==> src/rtl/aurora_pkg.sv <==
// Shared definitions for the memory-access stage.
// Contents: FSM state encoding, default datapath widths and the MEM/WB
// bubble value driven whenever no instruction completes.
package aurora_pkg;

    localparam int MEM_DATA_W  = 64;
    localparam int MEM_ADDR_W  = 64;
    localparam int MEM_RADDR_W = 5;

    typedef enum logic [1:0] {
        IDLE     = 2'd0,
        REQ      = 2'd1,
        WAIT_RSP = 2'd2
    } mem_state_e;

    typedef struct packed {
        logic                   en;
        logic [MEM_RADDR_W-1:0] addr;
        logic [MEM_DATA_W-1:0]  data;
    } mem_wb_t;

    localparam mem_wb_t MEM_WB_BUBBLE = '{en: 1'b0, addr: 5'd0, data: 64'd0};

endpackage

==> src/rtl/mem_wb_reg.sv <==
// MEM/WB pipeline register.
// Ports:
//   i_clk, i_rst_n          clock, asynchronous active-low reset
//   i_wb_en/addr/data       write-back mux output, destination and enable
//   o_wb_en/addr/data       registered MEM/WB bundle (all zero in reset)
module mem_wb_reg #(
    parameter int DATA_W  = 64,
    parameter int RADDR_W = 5
) (
    input  logic               i_clk,
    input  logic               i_rst_n,
    input  logic               i_wb_en,
    input  logic [RADDR_W-1:0] i_wb_addr,
    input  logic [DATA_W-1:0]  i_wb_data,
    output logic               o_wb_en,
    output logic [RADDR_W-1:0] o_wb_addr,
    output logic [DATA_W-1:0]  o_wb_data
);

    logic               r_wb_en;
    logic [RADDR_W-1:0] r_wb_addr;
    logic [DATA_W-1:0]  r_wb_data;

    // Capture the write-back bundle every cycle (bubbles included).
    always_ff @(posedge i_clk or negedge i_rst_n) begin
        if (!i_rst_n) begin
            r_wb_en   <= 1'b0;
            r_wb_addr <= '0;
            r_wb_data <= '0;
        end else begin
            r_wb_en   <= i_wb_en;
            r_wb_addr <= i_wb_addr;
            r_wb_data <= i_wb_data;
        end
    end

    assign o_wb_en   = r_wb_en;
    assign o_wb_addr = r_wb_addr;
    assign o_wb_data = r_wb_data;

endmodule

==> src/rtl/mem_stage.sv <==
// Memory-access pipeline stage: aligned 64-bit loads/stores over a
// valid/ready data-memory port, upstream stall while an access is
// outstanding, registered MEM/WB output.
// Ports:
//   clk_i, rst_ni                  clock, asynchronous active-low reset
//   reg_write_en_i .. reg_write_addr_i   EX/MEM bundle
//   stall_o                        freeze EX/MEM while not IDLE
//   dmem_req_* / dmem_rsp_*        data-memory request/response port
//   reg_write_en_o/addr_o, wb_data_o  MEM/WB bundle
//   misaligned_o                   one-cycle pulse on a dropped access
module mem_stage
    import aurora_pkg::*;
#(
    parameter int DATA_W  = MEM_DATA_W,
    parameter int ADDR_W  = MEM_ADDR_W,
    parameter int RADDR_W = MEM_RADDR_W
) (
    input  logic               clk_i,
    input  logic               rst_ni,
    input  logic               reg_write_en_i,
    input  logic               mem_write_en_i,
    input  logic               mem_read_en_i,
    input  logic               mem_to_reg_i,
    input  logic [DATA_W-1:0]  alu_i,
    input  logic [DATA_W-1:0]  reg_data2_i,
    input  logic [RADDR_W-1:0] reg_write_addr_i,
    output logic               stall_o,
    output logic               dmem_req_valid_o,
    input  logic               dmem_req_ready_i,
    output logic               dmem_req_we_o,
    output logic [ADDR_W-1:0]  dmem_req_addr_o,
    output logic [DATA_W-1:0]  dmem_req_wdata_o,
    input  logic               dmem_rsp_valid_i,
    input  logic [DATA_W-1:0]  dmem_rsp_rdata_i,
    output logic               reg_write_en_o,
    output logic [RADDR_W-1:0] reg_write_addr_o,
    output logic [DATA_W-1:0]  wb_data_o,
    output logic               misaligned_o
);

    mem_state_e         r_state;
    mem_state_e         w_next_state;
    logic [ADDR_W-1:0]  r_addr;
    logic [DATA_W-1:0]  r_wdata;
    logic               r_we;
    logic               r_reg_we;
    logic [RADDR_W-1:0] r_reg_waddr;
    logic               r_mem_to_reg;
    logic               r_misaligned;
    logic               w_accept;
    logic               w_misaligned;
    logic               w_wb_en;
    logic [RADDR_W-1:0] w_wb_addr;
    logic [DATA_W-1:0]  w_wb_data;

    // Next-state and write-back mux; default is a bubble, only a completing
    // instruction overrides it.
    always_comb begin
        w_next_state = r_state;
        w_accept     = 1'b0;
        w_misaligned = 1'b0;
        w_wb_en      = MEM_WB_BUBBLE.en;
        w_wb_addr    = MEM_WB_BUBBLE.addr;
        w_wb_data    = MEM_WB_BUBBLE.data;
        case (r_state)
            IDLE: begin
                if (mem_read_en_i || mem_write_en_i) begin
                    if (alu_i[2:0] != 3'b000) begin
                        w_misaligned = 1'b1;
                    end else begin
                        w_accept     = 1'b1;
                        w_next_state = REQ;
                    end
                end else begin
                    w_wb_en   = reg_write_en_i;
                    w_wb_addr = reg_write_addr_i;
                    w_wb_data = alu_i;
                end
            end
            REQ: begin
                if (dmem_req_ready_i) begin
                    if (r_we) begin
                        // Stores complete on the handshake; data is the ALU result.
                        w_next_state = IDLE;
                        w_wb_en      = r_reg_we;
                        w_wb_addr    = r_reg_waddr;
                        w_wb_data    = r_addr;
                    end else begin
                        w_next_state = WAIT_RSP;
                    end
                end else begin
                    w_next_state = REQ;
                end
            end
            WAIT_RSP: begin
                if (dmem_rsp_valid_i) begin
                    w_next_state = IDLE;
                    w_wb_en      = r_reg_we;
                    w_wb_addr    = r_reg_waddr;
                    w_wb_data    = r_mem_to_reg ? dmem_rsp_rdata_i : r_addr;
                end else begin
                    w_next_state = WAIT_RSP;
                end
            end
            default: begin
                w_next_state = IDLE;
            end
        endcase
    end

    // State register plus request latch; the latch holds addr/wdata/we
    // stable for the whole REQ phase.
    always_ff @(posedge clk_i or negedge rst_ni) begin
        if (!rst_ni) begin
            r_state      <= IDLE;
            r_addr       <= '0;
            r_wdata      <= '0;
            r_we         <= 1'b0;
            r_reg_we     <= 1'b0;
            r_reg_waddr  <= '0;
            r_mem_to_reg <= 1'b0;
            r_misaligned <= 1'b0;
        end else begin
            r_state      <= w_next_state;
            r_misaligned <= w_misaligned;
            if (w_accept) begin
                r_addr       <= alu_i[ADDR_W-1:0];
                r_wdata      <= reg_data2_i;
                // Read wins when both enables are set.
                r_we         <= mem_write_en_i & ~mem_read_en_i;
                r_reg_we     <= reg_write_en_i;
                r_reg_waddr  <= reg_write_addr_i;
                r_mem_to_reg <= mem_to_reg_i & mem_read_en_i;
            end else begin
                r_addr       <= r_addr;
                r_wdata      <= r_wdata;
                r_we         <= r_we;
                r_reg_we     <= r_reg_we;
                r_reg_waddr  <= r_reg_waddr;
                r_mem_to_reg <= r_mem_to_reg;
            end
        end
    end

    assign stall_o          = (r_state != IDLE);
    assign dmem_req_valid_o = (r_state == REQ);
    assign dmem_req_we_o    = r_we;
    assign dmem_req_addr_o  = r_addr;
    assign dmem_req_wdata_o = r_wdata;
    assign misaligned_o     = r_misaligned;

    mem_wb_reg #(
        .DATA_W  (DATA_W),
        .RADDR_W (RADDR_W)
    ) u_mem_wb_reg (
        .i_clk     (clk_i),
        .i_rst_n   (rst_ni),
        .i_wb_en   (w_wb_en),
        .i_wb_addr (w_wb_addr),
        .i_wb_data (w_wb_data),
        .o_wb_en   (reg_write_en_o),
        .o_wb_addr (reg_write_addr_o),
        .o_wb_data (wb_data_o)
    );

endmodule
==> config.mk <==
export PLATFORM = sky130hd
export DESIGN_NAME = mem_stage
export DESIGN_NICKNAME = d
export VERILOG_FILES = /design/src/rtl/aurora_pkg.sv /design/src/rtl/mem_wb_reg.sv /design/src/rtl/mem_stage.sv
export SDC_FILE = /design/constraint.sdc
export NUM_CORES = 1
export LEC_CHECK = 0
export BUFFER_PORTS_ARGS = -buffer_cell sky130_fd_sc_hd__buf_2
export CAP_MARGIN = 20
export CORE_AREA = 2 2 157 159
export CTS_CLUSTER_DIAMETER = 80
export DETAILED_ROUTE_END_ITERATION = 10
export DIE_AREA = 0 0 159 161
export PLACE_DENSITY = 0.66
export SETUP_SLACK_MARGIN = 0.02
export SLEW_MARGIN = 20
export SYNTH_ARGS = -nofsm -noshare
export SYNTH_HDL_FRONTEND = slang
export SYNTH_HIERARCHICAL = 1
export SYNTH_SLANG_ARGS = --single-unit
export TNS_END_PERCENT = 10
==> constraint.sdc <==
create_clock -name clk_i -period 2 [get_ports clk_i]
set_input_delay 0.4 -clock clk_i [delete_from_list [all_inputs] [get_ports clk_i]]
set_output_delay 0.4 -clock clk_i [all_outputs]
set_load 0.03 [all_outputs]
==> results of run 1 <==
## synth_stat cells
master	instances
buf_8	1
a31oi_1	2
a22o_1	6
a31o_2	1
buf_1	1
and4b_1	1
mux2i_1	64
nand4_1	1
a21o_1	1
nand2b_1	1
nor3_2	1
buf_4	9
mux2_2	96
nor3b_1	1
buf_6	2
buf_2	18
buf_12	3
o21ai_0	66
nand3b_1	1
mux2_4	10
nor2b_1	4
nor4_2	1
dfrtp_1	209
a22oi_1	64
clkbuf_1	9
o211a_1	1
nor2_2	1
inv_1	4
mux2_1	25
nor2_1	1
## per-layer routing
metal | global-route usage [%] | wire (um)
met1 | 23.6 | 9960
met2 | 32.5 | 12200
met3 | 4.57 | 1950
met5 | 0 | 0
met4 | 6.12 | 723
## final cells by class
cell class	instances	area (sq um)	area share, %
clock buffers	36	714	5.94
well taps	324	405	3.37
repair buffers	439	2450	20.4
clock inverters	6	37.5	0.312
multi-input cells	349	3170	26.3
inverters	4	15.0	0.125
diodes	1	2.50	0.0208
flip-flops and latches	209	5230	43.5
## through the flow
| step | hold slack, ns | power [W] |
|---|---|---|
| global placement | 0.408 | 0.0107 |
| detailed placement | 0.412 | 0.0108 |
| floorplan | 0.104 | 0.00905 |
| global route | 0.101 | 0.0156 |
| CTS | 0.0807 | 0.0150 |
| finish | 0.111 | 0.0149 |
## critical path: cells and delay by family (launching register included)
kind | cells | cell delay [ns]
buffers and inverters | 3 | 0.36
flip-flops | 1 | 0.45
AND/OR/NAND/NOR | 1 | 0.18
## cell families after synthesis
logic type,synth area share (%)
flip-flops,60.2
AND/OR/NAND/NOR,1.09
buffers and inverters,3.54
multiplexers,24.8
AO/OA/AOI/OAI,10.4
## worst paths after layout
kind                                      start  slack (ns)                   end  cells after the start
min reg2reg                dmem_req_wdata_o[57]        0.48  dmem_req_wdata_o[57]                      1
min                             reg_data2_i[57]        0.11  dmem_req_wdata_o[57]                      2
max                                  r_state[0]        0.11               stall_o                      4
min in group asynchronous                rst_ni        0.45    dmem_req_addr_o[7]                      2
max in group asynchronous                rst_ni        0.89   dmem_req_addr_o[27]                      3
max reg2reg                          r_state[0]        0.27   dmem_req_addr_o[54]                      4
## power by group
group	switching, W	internal [W]	total [W]
Sequential	0.000668	0.00517	0.00584
Clock	0.00167	0.00245	0.00413
Combinational	0.00309	0.00180	0.00490
==> results.cfg, run 1 <==
[run_status]
status = finished clean

[run]
cap_violations = 0

[worst_setup_path]
slowest_stage = dfrtp_1
crit_chain = nor2_2 -> buf_4 -> inv_1 -> buf_2
slowest_delay_ns = 0.45
crit_fanout = 6
startpoint_type = flop
path_class = reg2out
worstPathRequired_ns = 1.60
cp_data_arrival_time_ns = 1.49
cp-end-kind = output pin

[die]
dieHeight_um = 161
rows = 57
die_area_sq_um = 25600
die_w_um = 159
core_area_sq_um = 24000
initial_utilization_pct = 36.3
ios = 407

[synthesis]
syn_nets = 810
synth_top_area_share_pct = 60.2
ys_warn_count = 6
ys_seq_area_share_pct = 60.2
ys_ff_latch = 209
syn_area_per_cell_sq_um = 14.4
syn_inst = 605
ys_types = 30
synth.area.top_cells = dfrtp_1, mux2_2, mux2i_1
syn_area_sq_um = 8690
yosys.area.top_type = dfrtp_1

[finish]
final_core_util_pct = 50.2
final_cells = 1368
stdcell_area_sq_um = 12000
layout.cells.most_common_list = buf_2, dfrtp_1, mux2_2, o21ai_0
fin_nets = 1231
drive_above_1_share_pct = 56.5
area_delta_synth_final_pct = 38.5
layout.cells.most_common = buf_2
nFillCells = 2144

[route]
drt_pass1_iterations = 5
drc = 0
wl_per_cell_um = 18.2
postRouteWirelength_um = 24900
viasPerCell = 5.00
ant_nets = 0
dr_total_vias = 6835
drt_iter0_drc = 405

[placed_design]
place_hpwl_um = 17900
gp_congestion = 0.786
placed_area_sq_um = 11300
post-place-ws_ns = 0.124
dp.cells = 1324
place.port_buffers = 406

[global_routing]
gr-usage-all-layers_pct = 18.9
overflow = 0
antenna_found_initial = 1
grt_pass1_wl_um = 39000
grt_max_degree = 71
grt_pass1_vias = 7051

[timing]
hold_viol = 0
fin_tns_setup_ns = 0
relSlewSlack_pct = 65.6
maxSlewViolCount = 0
setup_ws_ns = 0.106
clock.fmax_mhz = 528
finalSetupViolCount = 0
clock_skew_ns = 0.0139
rsz0062_at_grt = false
worst_pin_slew_ns = 0.516
fin_crit_sh_pct = 94.7
finalCriticalPeriod_ns = 1.89

[pwr]
ir_worst_vdd_v = 0.000932
power_density_nw_per_um2 = 1240
leakagePower_nw = 6.01

[clocking]
path_clk_slew_ns = 0.06
root_buffer = clkbuf_16
cts_buffers = 23
cts_buffer_depth = 3
cts_resized = 0
clock_sinks = 209
htree_levels = 1
clock_latency_ns = 0.50
cts_setup_buffers = 0
cts_tree = done
ctsHoldBuffers = 1

[min_path]
min_path_type = in2reg
Power figures use the tool's default switching activity.
==> run 2: changes to the inputs <==
--- a/config.mk
+++ b/config.mk
@@ -7,11 +7,12 @@
 export LEC_CHECK = 0
 export BUFFER_PORTS_ARGS = -buffer_cell sky130_fd_sc_hd__buf_2
 export CAP_MARGIN = 20
-export CORE_AREA = 2 2 157 159
+export CELL_PAD_IN_SITES_DETAIL_PLACEMENT = 1
+export CELL_PAD_IN_SITES_GLOBAL_PLACEMENT = 2
+export CORE_UTILIZATION = 29
 export CTS_CLUSTER_DIAMETER = 80
 export DETAILED_ROUTE_END_ITERATION = 10
-export DIE_AREA = 0 0 159 161
-export PLACE_DENSITY = 0.66
+export PLACE_DENSITY = 0.79
 export SETUP_SLACK_MARGIN = 0.02
 export SLEW_MARGIN = 20
 export SYNTH_ARGS = -nofsm -noshare
==> run 2 against run 1 <==
Worst setup slack worse by 0.020 ns. Maximum frequency down 1.0%. Global-route usage down 0.90 points. Die area up 20%. Sequential cell count unchanged. Clock skew about the same.
==> results.cfg, run 2 (synthesized netlist as in run 1, its figures left out) <==
[clocking]
path_clk_slew_ns = 0.06
root_buffer = clkbuf_16
cts_setup_buffers = 0
clock_latency_ns = 0.51
cts_tree = done
clock_sinks = 209
cts_buffers = 25
htree_levels = 1
cts_buffer_depth = 3

[timing]
relSlewSlack_pct = 69.7
rsz0062_at_grt = true
clock.fmax_mhz = 523
maxSlewViolCount = 0
fin_crit_sh_pct = 95.7
worst_pin_slew_ns = 0.455
whs_ns = 0.0987
fin_tns_setup_ns = 0
finalCriticalPeriod_ns = 1.91
finalSetupViolCount = 0
clock_skew_ns = 0.0138
hold_viol = 0

[global_routing]
overflow = 0
grtUsageMet2_pct = 30.9
grt_max_degree = 71
met3_usage_pct = 4.63
grt_pass1_vias = 7419
grtUsageMet1_pct = 22.0
top_usage_layer = met2
antenna_found_initial = 3
grt_pass1_wl_um = 43200
gr-usage-all-layers_pct = 18.0

[worst_setup_path]
slowest_delay_ns = 0.47
startpoint_type = flop
crit_chain = nor2_4 -> buf_4 -> inv_1 -> buf_2
cp_data_arrival_time_ns = 1.51
cp-end-kind = output pin
worstPathRequired_ns = 1.60
slowest_stage = dfrtp_1
r2r_slack_ns = 0.20
crit_fanout = 6
path_class = reg2out

[route]
viasPerCell = 4.75
drt_pass1_iterations = 5
drt_iter0_drc = 302
postRouteWirelength_um = 28000
ant_nets = 0
dr_total_vias = 6781
wl_per_cell_um = 19.6
drc = 0

[placed_design]
placed_area_sq_um = 11300
dp.cells = 1383
place.port_buffers = 406
gp_congestion = 0.760
place_hpwl_um = 20300

[pwr]
leakagePower_nw = 5.99
ir_worst_vdd_v = 0.000710
power_density_nw_per_um2 = 1240

[die]
ios = 407
dieHeight_um = 175
die_area_sq_um = 30700
initial_utilization_pct = 29.4
core_area_sq_um = 29600
die_w_um = 175
rows = 63

[run_status]
status = finished clean

[finish]
layout.cells.most_common = buf_2
area_delta_synth_final_pct = 39.4
stdcell_area_sq_um = 12100
nFillCells = 3266
layout.cells.most_common_list = buf_2, dfrtp_1, mux2_2, o21ai_0
drive_above_1_share_pct = 56.0
final_cells = 1428
fin_nets = 1226

[min_path]
min_path_type = in2reg

[run]
cap_violations = 0
==> run 2: changes by cell type in the layout (fill, tap and decap cells not counted), moves of 2 or more <==
cell,previous run,this run
buf_4,19,10
clkinv_2,4,2
clkbuf_16,23,25
clkbuf_1,4,7
buf_12,13,15
clkbuf_8,10,7
==> run 2: what timing repair did <==
action,CTS,global route
hold buffers,1,0
pin swaps,0,0
hold endpoints to repair,39,0
endpoints found under the setup margin,1,2
gates resized for setup,1,1
==> run 2: worst paths after layout <==
| kind | from | end | depth (start not counted) |
|---|---|---|---|
| worst max-delay path | r_state[1] | stall_o | 4 |
| worst min register to register | dmem_req_wdata_o[57] | dmem_req_wdata_o[57] | 1 |
| max in group asynchronous | rst_ni | dmem_req_wdata_o[16] | 3 |
| min in group asynchronous | rst_ni | dmem_req_addr_o[11] | 2 |
| worst min-delay path | reg_data2_i[53] | dmem_req_wdata_o[53] | 2 |
| worst max register to register | r_state[1] | u_mem_wb_reg/o_wb_data[52] | 4 |
==> run 2: where the power goes <==
| part | internal [W] | switching [W] |
|---|---|---|
| combinational | 0.00182 | 0.00315 |
| sequential | 0.00517 | 0.000674 |
| clock | 0.00254 | 0.00172 |
| total | 0.00953 | 0.00554 |
==> run 2: per-layer routing <==
metal / up-vias / share of wire [%]
li1: 3055 / -
met1: 3410 / 40
met2: 266 / 50
met3: 48 / 7.2
met4: 2 / 2.6
met5: - / 0.046
==> run 2: per-stage QoR <==
stage          utilization [%]  power, W  setup WS, ns
2_1_floorplan                -   0.00905         0.320
3_3_place_gp              38.3    0.0108        0.0922
3_5_place_dp              38.3    0.0109        0.0484
4_1_cts                   40.9    0.0153        0.0296
5_1_grt                   41.0    0.0158       0.00488
6_report                  41.0    0.0151        0.0862
==> run 2: final cells by class <==
cell class / count / area (sq um) / share of cell area, %
Clock buffer: 39 / 748 / 6.18
Timing Repair Buffer: 432 / 2430 / 20.0
Antenna cell: 2 / 5.00 / 0.0413
Clock inverter: 3 / 18.8 / 0.155
Sequential cell: 209 / 5240 / 43.2
Tap cell: 390 / 488 / 4.03
Multi-Input combinational cell: 349 / 3170 / 26.2
Inverter: 4 / 15.0 / 0.124
==> run 2: worst max-delay path: cells and delay by family (launching register included) <==
family / cells / cell delay, ns
and+or+nand+nor: 1 / 0.16
buffers and inverters: 3 / 0.38
DFF: 1 / 0.47
==> run 3: changes to the inputs <==
--- a/config.mk
+++ b/config.mk
@@ -12,7 +12,9 @@
 export CORE_UTILIZATION = 29
 export CTS_CLUSTER_DIAMETER = 80
 export DETAILED_ROUTE_END_ITERATION = 10
+export GPL_ROUTABILITY_DRIVEN = 0
 export PLACE_DENSITY = 0.79
+export RECOVER_POWER = 25
 export SETUP_SLACK_MARGIN = 0.02
 export SLEW_MARGIN = 20
 export SYNTH_ARGS = -nofsm -noshare
==> run 3 against run 2 <==
Worst setup slack hardly changed. Cell area is 0.15% lower. Largest cell class unchanged. Die area unchanged.
==> results.cfg, run 3 (synthesized netlist as in run 1, its figures left out) <==
[finish]
multiInputGateArea_sq_um = 3170
fin_nets = 1226
layout.cells.most_common_list = buf_2, dfrtp_1, mux2_2, o21ai_0
seqCellArea_sq_um = 5240
layout.cells.most_common = buf_2
nFillCells = 3268
final_core_util_pct = 40.9
area_delta_synth_final_pct = 39.2
drive_above_1_share_pct = 56.0

[placed_design]
place_hpwl_um = 20300
place.port_buffers = 406

[pwr]
leakagePower_nw = 5.98
ir_worst_vdd_v = 0.000711
power_density_nw_per_um2 = 1250

[worst_setup_path]
startpoint_type = flop
cp-end-kind = output pin
r2r_slack_ns = 0.20
slowest_stage = dfrtp_1
worstPathRequired_ns = 1.60
crit_fanout = 6
slowest_delay_ns = 0.47
r2r_end = u_mem_wb_reg/o_wb_data[52]
cp_data_arrival_time_ns = 1.51
path_class = reg2out
r2r_start = r_state[1]
crit_chain = nor2_4 -> buf_4 -> inv_1 -> buf_2
ff2ff_path_depth = 4

[clocking]
cts_tree = done
cts_buffer_depth = 3
path_clk_slew_ns = 0.06
clock_sinks = 209
cts_buffers = 25
clock_latency_ns = 0.51
htree_levels = 1
root_buffer = clkbuf_16

[min_path]
min_to = dmem_req_wdata_o[53]
hold_depth = 2
min_path_type = in2reg
min_from = reg_data2_i[53]

[run]
cap_violations = 0

[timing]
relSlewSlack_pct = 12.3
clock_skew_ns = 0.0135
worst_pin_slew_ns = 1.32
fin_tns_setup_ns = 0
fin_crit_sh_pct = 95.7
rsz0062_at_grt = true
hold_viol = 0
finalSetupViolCount = 0
finalCriticalPeriod_ns = 1.91
clock.fmax_mhz = 523
maxSlewViolCount = 0

[run_status]
status = finished clean

[die]
initial_utilization_pct = 29.4
die_area_sq_um = 30700
rows = 63
die_w_um = 175
core_area_sq_um = 29600
dieHeight_um = 175
ios = 407

[global_routing]
grt_max_degree = 71
overflow = 0
gr-usage-all-layers_pct = 18.0
antenna_found_initial = 3
grt_pass1_wl_um = 43200
grt_pass1_vias = 7419

[route]
wl_per_cell_um = 19.6
drt_iter0_drc = 299
viasPerCell = 4.75
drc = 0
dr_total_vias = 6778
ant_nets = 0
drt_pass1_iterations = 4
postRouteWirelength_um = 28000
## run 3: layer usage
layer	vias to the layer above	global-route usage [%]	wire (um)
li1	3056	-	-
met3	46	4.63	1990
met5	-	0	13
met4	2	5.72	694
met1	3414	22.0	11100
met2	260	30.9	14100
## run 3: critical path, delay by kind of cell (launching register included)
family	cells	cell delay, ns
flip-flops	1	0.47
buffers and inverters	3	0.38
AND/OR/NAND/NOR	1	0.16
## run 3: worst max-delay path by stage
stage,endpoint,startpoint,slack (ns),cells after the start
floorplan,dmem_req_addr_o[10],alu_i[2],0.32,6
global placement,dmem_req_wdata_o[0],alu_i[2],0.09,5
detailed placement,dmem_req_addr_o[56],alu_i[2],0.05,5
CTS,dmem_req_valid_o,r_state[0],0.03,2
global route,stall_o,r_state[1],0.005,4
finish,stall_o,r_state[1],0.09,4
## run 3: timing repair
action | in CTS | in global routing
hold buffers | 1 | 0
endpoints found under the setup margin | 1 | 2
setup buffers | 0 | 0
hold endpoints to repair | 39 | 0
resized for setup | 1 | 1
## run 3: layout make-up
class                      instances  area share [%]
clock buffer                      39            6.19
multi-input combinational        349            26.2
tap                              390            4.04
sequential                       209            43.3
antenna                            2          0.0414
inverter                           4           0.124
timing repair buffer             432            19.9
clock inverter                     3           0.155
## run 3: where the power goes
part	total, W	internal [W]	leakage, nW	switching (W)
sequential	0.00584	0.00517	2.61	0.000674
clock	0.00426	0.00254	0.379	0.00172
combinational	0.00496	0.00181	3.00	0.00315
## run 3: stage by stage
step	instance area [sq um]	cells	total power [W]	hold WS (ns)	worst slack, ns
floorplan	8690	605	0.00905	0.104	0.320
global placement	11300	1383	0.0108	0.341	0.0922
detailed placement	11300	1383	0.0109	0.342	0.0484
CTS	12100	1426	0.0153	0.0786	0.0296
global route	12100	1428	0.0158	0.0752	0.00488
finish	12100	1428	0.0151	0.0990	0.0864
